## config.mk

```make
export PLATFORM = sky130hd
export DESIGN_NAME = icache
export DESIGN_NICKNAME = d
export VERILOG_FILES = /design/src/rtl/icache.sv
export SDC_FILE = /design/constraint.sdc
export NUM_CORES = 2
export LEC_CHECK = 0
export BUFFER_PORTS_ARGS = -buffer_cell sky130_fd_sc_hd__buf_2
export CAP_MARGIN = 10
export CORE_MARGIN = 5
export CORE_UTILIZATION = 62
export CTS_CLUSTER_SIZE = 24
export DETAILED_ROUTE_END_ITERATION = 8
export PLACE_DENSITY = 0.78
export SLEW_MARGIN = 5
export SYNTH_ARGS = -nofsm -noshare
export SYNTH_HDL_FRONTEND = slang
export SYNTH_SLANG_ARGS = --single-unit
```

## constraint.sdc

```tcl
create_clock -name clk -period 16.7 [get_ports clk]
set_input_delay 1.67 -clock clk [delete_from_list [all_inputs] [get_ports clk]]
set_output_delay 1.67 -clock clk [all_outputs]
set_load 0.02 [all_outputs]
```

## src/rtl/icache.sv

```systemverilog
// Direct-mapped instruction cache with 128-bit lines and a 4-beat memory refill.
// Hit/miss performance counters exist only when ICACHE_PERF_CNT_EN is defined.
module icache #(
    parameter int unsigned NUM_SETS = 16
) (
    input  logic         clk,
    input  logic         rst,
    input  logic [31:0]  pc_in,
    input  logic         cache_rd_en,
    input  logic         cache_abort,
    output logic [127:0] dout,
    output logic         dout_valid,
    output logic         busy,
    output logic         mem_req,
    output logic [31:0]  mem_addr,
    input  logic         mem_ready,
    input  logic [31:0]  mem_rdata,
    input  logic         mem_rvalid,
    output logic [31:0]  hit_cnt,
    output logic [31:0]  miss_cnt
);
    localparam int unsigned IDX_W = $clog2(NUM_SETS);
    localparam int unsigned TAG_W = 28 - IDX_W;

    typedef enum logic [1:0] {StIdle, StReq, StFill, StResp} state_e;

    state_e              state_q, state_d;
    logic [NUM_SETS-1:0] valid_q;
    logic [TAG_W-1:0]    tag_q  [NUM_SETS];
    logic [127:0]        data_q [NUM_SETS];
    logic [TAG_W-1:0]    req_tag_q;
    logic [IDX_W-1:0]    req_idx_q;
    logic [1:0]          beat_q;
    logic [95:0]         fill_q;
    logic                abort_q;
    logic                hit_pend_q;
    logic [127:0]        dout_q;

    logic [IDX_W-1:0]    pc_idx;
    logic [TAG_W-1:0]    pc_tag;
    logic                accept, lookup_hit, hit_acc, miss_acc, last_beat;
    logic [127:0]        fill_line;
    logic                unused_pc_lsbs;

    assign pc_idx         = pc_in[4 +: IDX_W];
    assign pc_tag         = pc_in[31 -: TAG_W];
    assign unused_pc_lsbs = ^pc_in[3:0];
    assign accept         = (state_q == StIdle) && cache_rd_en && !cache_abort;
    assign lookup_hit     = valid_q[pc_idx] && (tag_q[pc_idx] == pc_tag);
    assign hit_acc        = accept && lookup_hit;
    assign miss_acc       = accept && !lookup_hit;
    assign last_beat      = (state_q == StFill) && mem_rvalid && (beat_q == 2'd3);
    assign fill_line      = {mem_rdata, fill_q};

    always_ff @(posedge clk or posedge rst) begin
        if (rst) begin
            state_q <= StIdle;
        end else begin
            state_q <= state_d;
        end
    end

    always_comb begin
        state_d = state_q;
        unique case (state_q)
            StIdle: if (miss_acc) state_d = StReq;
            // mem_ready wins over abort; the abort is then latched and honoured at fill end
            StReq: begin
                if (mem_ready) begin
                    state_d = StFill;
                end else if (cache_abort) begin
                    state_d = StIdle;
                end
            end
            StFill: if (last_beat) state_d = (abort_q || cache_abort) ? StIdle : StResp;
            StResp: state_d = StIdle;
            default: state_d = StIdle;
        endcase
    end

    always_comb begin
        mem_req    = (state_q == StReq);
        busy       = (state_q != StIdle);
        dout_valid = (hit_pend_q || (state_q == StResp)) && !cache_abort;
    end

    assign dout     = dout_q;
    assign mem_addr = {req_tag_q, req_idx_q, 4'b0000};

    always_ff @(posedge clk or posedge rst) begin
        if (rst) begin
            valid_q    <= '0;
            req_tag_q  <= '0;
            req_idx_q  <= '0;
            beat_q     <= 2'd0;
            fill_q     <= '0;
            abort_q    <= 1'b0;
            hit_pend_q <= 1'b0;
            dout_q     <= '0;
        end else begin
            hit_pend_q <= hit_acc;
            if (hit_acc) begin
                dout_q <= data_q[pc_idx];
            end
            if (miss_acc) begin
                req_tag_q <= pc_tag;
                req_idx_q <= pc_idx;
            end
            if (state_q == StIdle) begin
                abort_q <= 1'b0;
            end else if (cache_abort && ((state_q == StFill) || (state_q == StReq && mem_ready))) begin
                abort_q <= 1'b1;
            end
            if (state_q == StReq) begin
                beat_q <= 2'd0;
            end
            if (state_q == StFill && mem_rvalid) begin
                beat_q <= beat_q + 2'd1;
                case (beat_q)
                    2'd0:    fill_q[31:0]  <= mem_rdata;
                    2'd1:    fill_q[63:32] <= mem_rdata;
                    2'd2:    fill_q[95:64] <= mem_rdata;
                    default: ;
                endcase
            end
            if (last_beat) begin
                valid_q[req_idx_q] <= 1'b1;
                dout_q             <= fill_line;
            end
        end
    end

    // Line storage needs no reset: the valid bits gate every lookup.
    always_ff @(posedge clk) begin
        if (last_beat) begin
            tag_q[req_idx_q]  <= req_tag_q;
            data_q[req_idx_q] <= fill_line;
        end
    end

`ifdef ICACHE_PERF_CNT_EN
    logic [31:0] hit_cnt_q, miss_cnt_q;

    always_ff @(posedge clk or posedge rst) begin
        if (rst) begin
            hit_cnt_q  <= '0;
            miss_cnt_q <= '0;
        end else begin
            if (hit_acc && (hit_cnt_q != 32'hFFFF_FFFF)) begin
                hit_cnt_q <= hit_cnt_q + 32'd1;
            end
            if (miss_acc && (miss_cnt_q != 32'hFFFF_FFFF)) begin
                miss_cnt_q <= miss_cnt_q + 32'd1;
            end
        end
    end

    assign hit_cnt  = hit_cnt_q;
    assign miss_cnt = miss_cnt_q;
`else
    assign hit_cnt  = '0;
    assign miss_cnt = '0;
`endif

endmodule
```

Word level (Yosys, flattened, before mapping):

Memory sizes are Yosys's and may differ from the RTL's.
Index checks and enable logic that the tools add are counted.

* bits in registers: 274
* memory bits (writable): 2432
* input bits: 70
* output and inout bits: 227
* logic and storage cells: 72
* memories: 2

* add/subtract/negate cells: 1
* magnitude comparators: 3
* equal/unequal tests: 10
* mux-type cells: 18
* bitwise gates (word level): 1
* reductions and logical operators: 26

Memory list
* data_q: depth 16, bits a word 128, read ports 1, clocked after memory_dff 0, wr ports 1, line 30 `logic [127:0] data_q [NUM_SETS];`
* tag_q: depth 16, bits a word 24, read ports 1, clocked after memory_dff 0, wr ports 1, line 29 `logic [TAG_W-1:0] tag_q [NUM_SETS];`

Operator list (count)
* 128-bit two-way mux: 2
* 24-bit equality test: 1
* 16-bit OR: 1
* 2-bit two-way mux: 7
* 1-bit logical AND: 11
* 4-bit by 5-bit < comparator with 1-bit output (second input constant): 2
* 2-bit equality test (second input constant): 4
* 2-bit one-hot mux with 4 select lines: 1
* 2-bit nonzero test: 4
* 1-bit two-way mux: 6
* 2-bit AND reduction: 3
* 1-bit binary-select mux with 4-bit select: 1
* 1-bit demux with 4-bit select: 1
* 2-bit by 1-bit equality test with 1-bit output (second input constant): 2
* 4-bit by 1-bit greater-or-equal comparator with 1-bit output (second input constant): 1
* 2-bit logical NOT: 2
* 2-bit != test (second input constant): 2
* 1-bit logical OR: 3
* 3-bit by 2-bit != test with 1-bit output (second input constant): 1
* 3-bit AND reduction: 1
* 2-bit by 1-bit adder with 2-bit output (second input constant): 1
* 1-bit logical NOT: 2

Longest topological paths before layout:

* depth after elaboration: 7
* mapped depth: 17
* gate-level depth less buffers: 8

Worst setup path after synthesis:

No wires, ideal clock.

* path kind: input to register
* from: input port mem_rvalid
* to: register valid_q[3]
* setup time: 0.131 ns
* arrival: 13.756 ns
* data required time: 16.569 ns
* path slack: 2.813 ns
* stages: 7
* buffers on the path: 2
* path through: and3_1 clkbuf_1 and2_1 clkbuf_1 nand3_1 nor3_1 or2_2

* longest elaborated chain between the ends: 2

RTL lines
* start, declared: line 18 `input logic mem_rvalid,`
* 1-bit logical AND (2 in a row): line 52 `assign last_beat = (state_q == StFill) && mem_rvalid && (beat_q == 2'd3);`
* end signal, assigned: line 92 `valid_q <= '0;`
* end signal, assigned by index: line 127 `valid_q[req_idx_q] <= 1'b1;`
* end, declared: line 28 `logic [NUM_SETS-1:0] valid_q;`

No other way between the ends.
A chain may end at the register's enable or synchronous reset.

Worst setup path in the final report:

* from: input port pc_in[5]
* to: register dout_q[105], in the netlist dout[105]

* longest elaborated chain between the ends: 5
* elaborated cells on any way between the ends: 10
* those cells by class: 1 x eq/ne; 4 x mux; 3 x reduce/logical; 2 x memory

RTL lines
* start, declared: line 8 `input logic [31:0] pc_in,`
* memory read 16 x 24 bit or 1-bit binary-select mux with 4-bit select (tied branches)
* 24-bit equality test or 1-bit two-way mux (tied branches): line 49 `assign lookup_hit = valid_q[pc_idx] && (tag_q[pc_idx] == pc_tag);`
* 1-bit logical AND: line 49
* 1-bit logical AND: line 50 `assign hit_acc = accept && lookup_hit;`
* 2-bit nonzero test (no line)
* end signal, assigned: line 103 `dout_q <= data_q[pc_idx];`
* end signal, assigned: line 128 `dout_q <= fill_line;`
* end, declared: line 37 `logic [127:0] dout_q;`

Several ways; a longest one is shown, not always the timed one. The select of a mux whose other input is x is not followed.

==> results.ini <==
[run_status]
status=completed

[job]
max_cap_violations=0

[floorplan]
fp.dieH_um=419
num_io_pins=297
die_area_sq_um=176000
start_util_pct=62.2
die_x_um=419
core_area_sq_um=167000
fp-row-count=150

[sta]
skew_ns=0.0431
timing.final.crit_share_pct=48.0
rsz0062_at_grt=no
slew_headroom_pct=4.72
worst_pin_slew_ns=1.43
finalSetupTns_ns=0
final_max_slew_viol_count=0
setup_ws_ns=8.68
finalSetupViolCount=0
finalHoldViolCount=0
max_freq_ghz=0.125
min_period_ns=8.02

[cts]
clk_pin_slew_ns=0.06
cts_sinks=2706
holdBufCountCts=0
cts_tree=done
clk_latency_ns=0.92
cts_resized=0
root_buffer=clkbuf_16
post_cts_buffers=0
cts_buffers=276
cts_buffer_depth=4
htreeDepth=5

[drt]
avgViaCountPerCell=7.01
drcViolationCount=0
routed_wl_um=263000
first_pass_iters=9
vias=51075
drt_iter0_markers=7254
wl_per_cell_um=36.1
ant_nets=0

[logic_synthesis]
synth-xor-area-share_pct=0.245
synth_cell_types=50
yosys.area.top_type=edfxtp_1
synth_top_area_share_pct=70.3
synth_top_family_by_area=multiplexers
synth_warnings=0
synth.area.mux_share_pct=18.0
syn-cell-area_sq_um=104000
synth_compound_area_share_pct=1.78
synth_area_per_cell_sq_um=23.0
synth_fa_ha_area_share_pct=0.0482
ys_seq_area_share_pct=76.9
netlist_instances=4514
synth.area.top_cells=edfxtp_1 (70%), mux4_2 (16%), dfrtp_1 (6.6%)
synth_simple_gate_area_share_pct=1.23
synth-seq-cells=2706

[pwr]
p_leak_nw=38.4
p_total_mw=16.5
vdd.ir_drop.worst_uv=130
power_density_nw_per_um2=142

[critical_path]
crit_type=primary input to register
critical_path.max_fanout=126
slowest_stage=buf_4
cp_cell_sequence=buf_8 > buf_4 > buf_12 > mux4_2 > mux2i_1 > mux2i_1 > xor2_1 > or4_1 > or4b_2 > buf_4 > o21ai_4 > buf_4 > o221ai_1
max_stage_delay_ns=0.87
timing.rr.end=data_q[3][104]
r2r_setup_slack_ns=10.96
rr_startpoint=state_q[0]
ff2ff_path_depth=9
crit_buf_inv=5
path_depth=13
cp.arrival_ns=8.72
crit_path_end_kind=register
crit_top_cell=buf_4
startpoint=pc_in[5]
cp-start-kind=primary input
crit_end=dout[105]
crit_family=buffers and inverters
cp.required_ns=17.40

[global_route]
track_usage_pct=30.6
antenna_found_initial=24
grt_pass1_vias=53348
grt-ovfl-total=0
grt_max_degree=127
grt_pass1_wl_um=381000

[final_layout]
drive_above_1_share_pct=33.2
final_common_cell=edfxtp_1
layout_common_cells=edfxtp_1 (2432), mux4_2 (749), clkbuf_16 (285)
fillCellCount=9336
nNetsFinal=4923
fin_util_pct=69.6
area_delta_synth_final_pct=11.9

[placement]
port_buffers=224
dp_slack_ns=8.00
routabilityCongestion=0.749
dp_hpwl_um=122000

[hold_path]
min_path_type=register to register

==> final cells by class <==
class | count | area, sq um | area share (%)
Multi-Input combinational cell | 1500 | 22500 | 19.4
Tap cell | 2204 | 2760 | 2.37
Sequential cell | 2706 | 79900 | 68.8
Clock buffer | 385 | 7820 | 6.73
Clock inverter | 96 | 960 | 0.826
Timing Repair Buffer | 311 | 1960 | 1.69
Inverter | 54 | 210 | 0.181
Antenna cell | 28 | 70.1 | 0.0603
==> worst reg2reg max path, stage by stage (launching register included) <==
cell and delay, ns:
dfrtp_1 0.46, inv_1 0.18, and3_1 0.39, and2_4 0.32, nand3_1 0.32, nor3_2 0.19
buf_4 0.92, buf_4 0.73, buf_4 0.89, buf_4 0.91
==> power breakdown <==
| part | total (mW) | internal, mW | switching (mW) | leakage (nW) |
|---|---|---|---|---|
| combinational | 1.33 | 0.568 | 0.760 | 8.62 |
| clock | 6.06 | 3.56 | 2.50 | 4.31 |
| sequential | 9.08 | 8.30 | 0.777 | 25.4 |
==> layer usage <==
| layer | GRT usage, % | routed length (um) | vias to the layer above |
|---|---|---|---|
| met5 | 0 | 72 | - |
| met4 | 14.3 | 14300 | 12 |
| met3 | 6.85 | 29900 | 735 |
| met2 | 50.4 | 132000 | 3884 |
| met1 | 39.8 | 86900 | 26880 |
| li1 | - | - | 19564 |
==> worst min path at each step <==
stage,start,depth (start not counted),endpoint
2_1_floorplan,valid_q[10],1,valid_q[10]
3_3_place_gp,valid_q[11],1,valid_q[11]
3_5_place_dp,valid_q[10],1,valid_q[10]
4_1_cts,valid_q[10],1,valid_q[10]
5_1_grt,valid_q[5],1,valid_q[5]
6_report,valid_q[10],1,valid_q[10]
==> sequential cells by signal (all words and copies together), names as in the netlist <==
register and flops:
abort_q 1, beat_q 2, data_q 2048, dout 128
fill_q 96, hit_pend_q 1, req_idx_q 4, req_tag_q 24
state_q 2, tag_q 384, valid_q 16
==> stage by stage <==
stage	std cells	hold WS (ns)	cell area (sq um)
2_1_floorplan	4581	0.434	104000
3_3_place_gp	6775	0.447	107000
3_5_place_dp	6775	0.453	107000
4_1_cts	7256	0.467	116000
5_1_grt	7276	0.481	116000
6_report	7284	0.465	116000
==> synthesized netlist by cell type (all sizes together) <==
| cell | instances |
|---|---|
| edfxtp | 2432 |
| mux4 | 749 |
| dfrtp | 274 |
| buf | 185 |
| clkbuf | 136 |
| mux2 | 128 |
| nand2b | 68 |
| nor2 | 68 |
| o221a | 61 |
| inv | 53 |
| o21ai | 53 |
| nand2 | 43 |
| mux2i | 35 |
| a21oi | 31 |
| a41oi | 26 |
| a31oi | 25 |
| nand4 | 24 |
| o221ai | 23 |
| xnor2 | 19 |
| or2 | 16 |
| xor2 | 10 |
| nor2b | 6 |
| o22ai | 6 |
| nand3 | 5 |
| nor3 | 5 |
| a211oi | 4 |
| ha | 4 |
| a22o | 3 |
| or3 | 3 |
| a22oi | 2 |
| a32oi | 2 |
| nand3b | 2 |
| or4b | 2 |
| a21boi | 1 |
| a32o | 1 |
| and2 | 1 |
| and3 | 1 |
| clkinv | 1 |
| conb | 1 |
| nor3b | 1 |
| nor4b | 1 |
| o21bai | 1 |
| or3b | 1 |
| or4 | 1 |
==> kinds of logic after synthesis <==
kind of cell               Yosys count
DFF                               2706
muxes                              912
buffers and inverters              375
and+or+nand+nor                    248
AOI/OAI and AO/OA                  239
xor gates and xnor gates            29
adders and majority gates            4
other                                1
No activity file was read; power rests on OpenSTA's default activity.
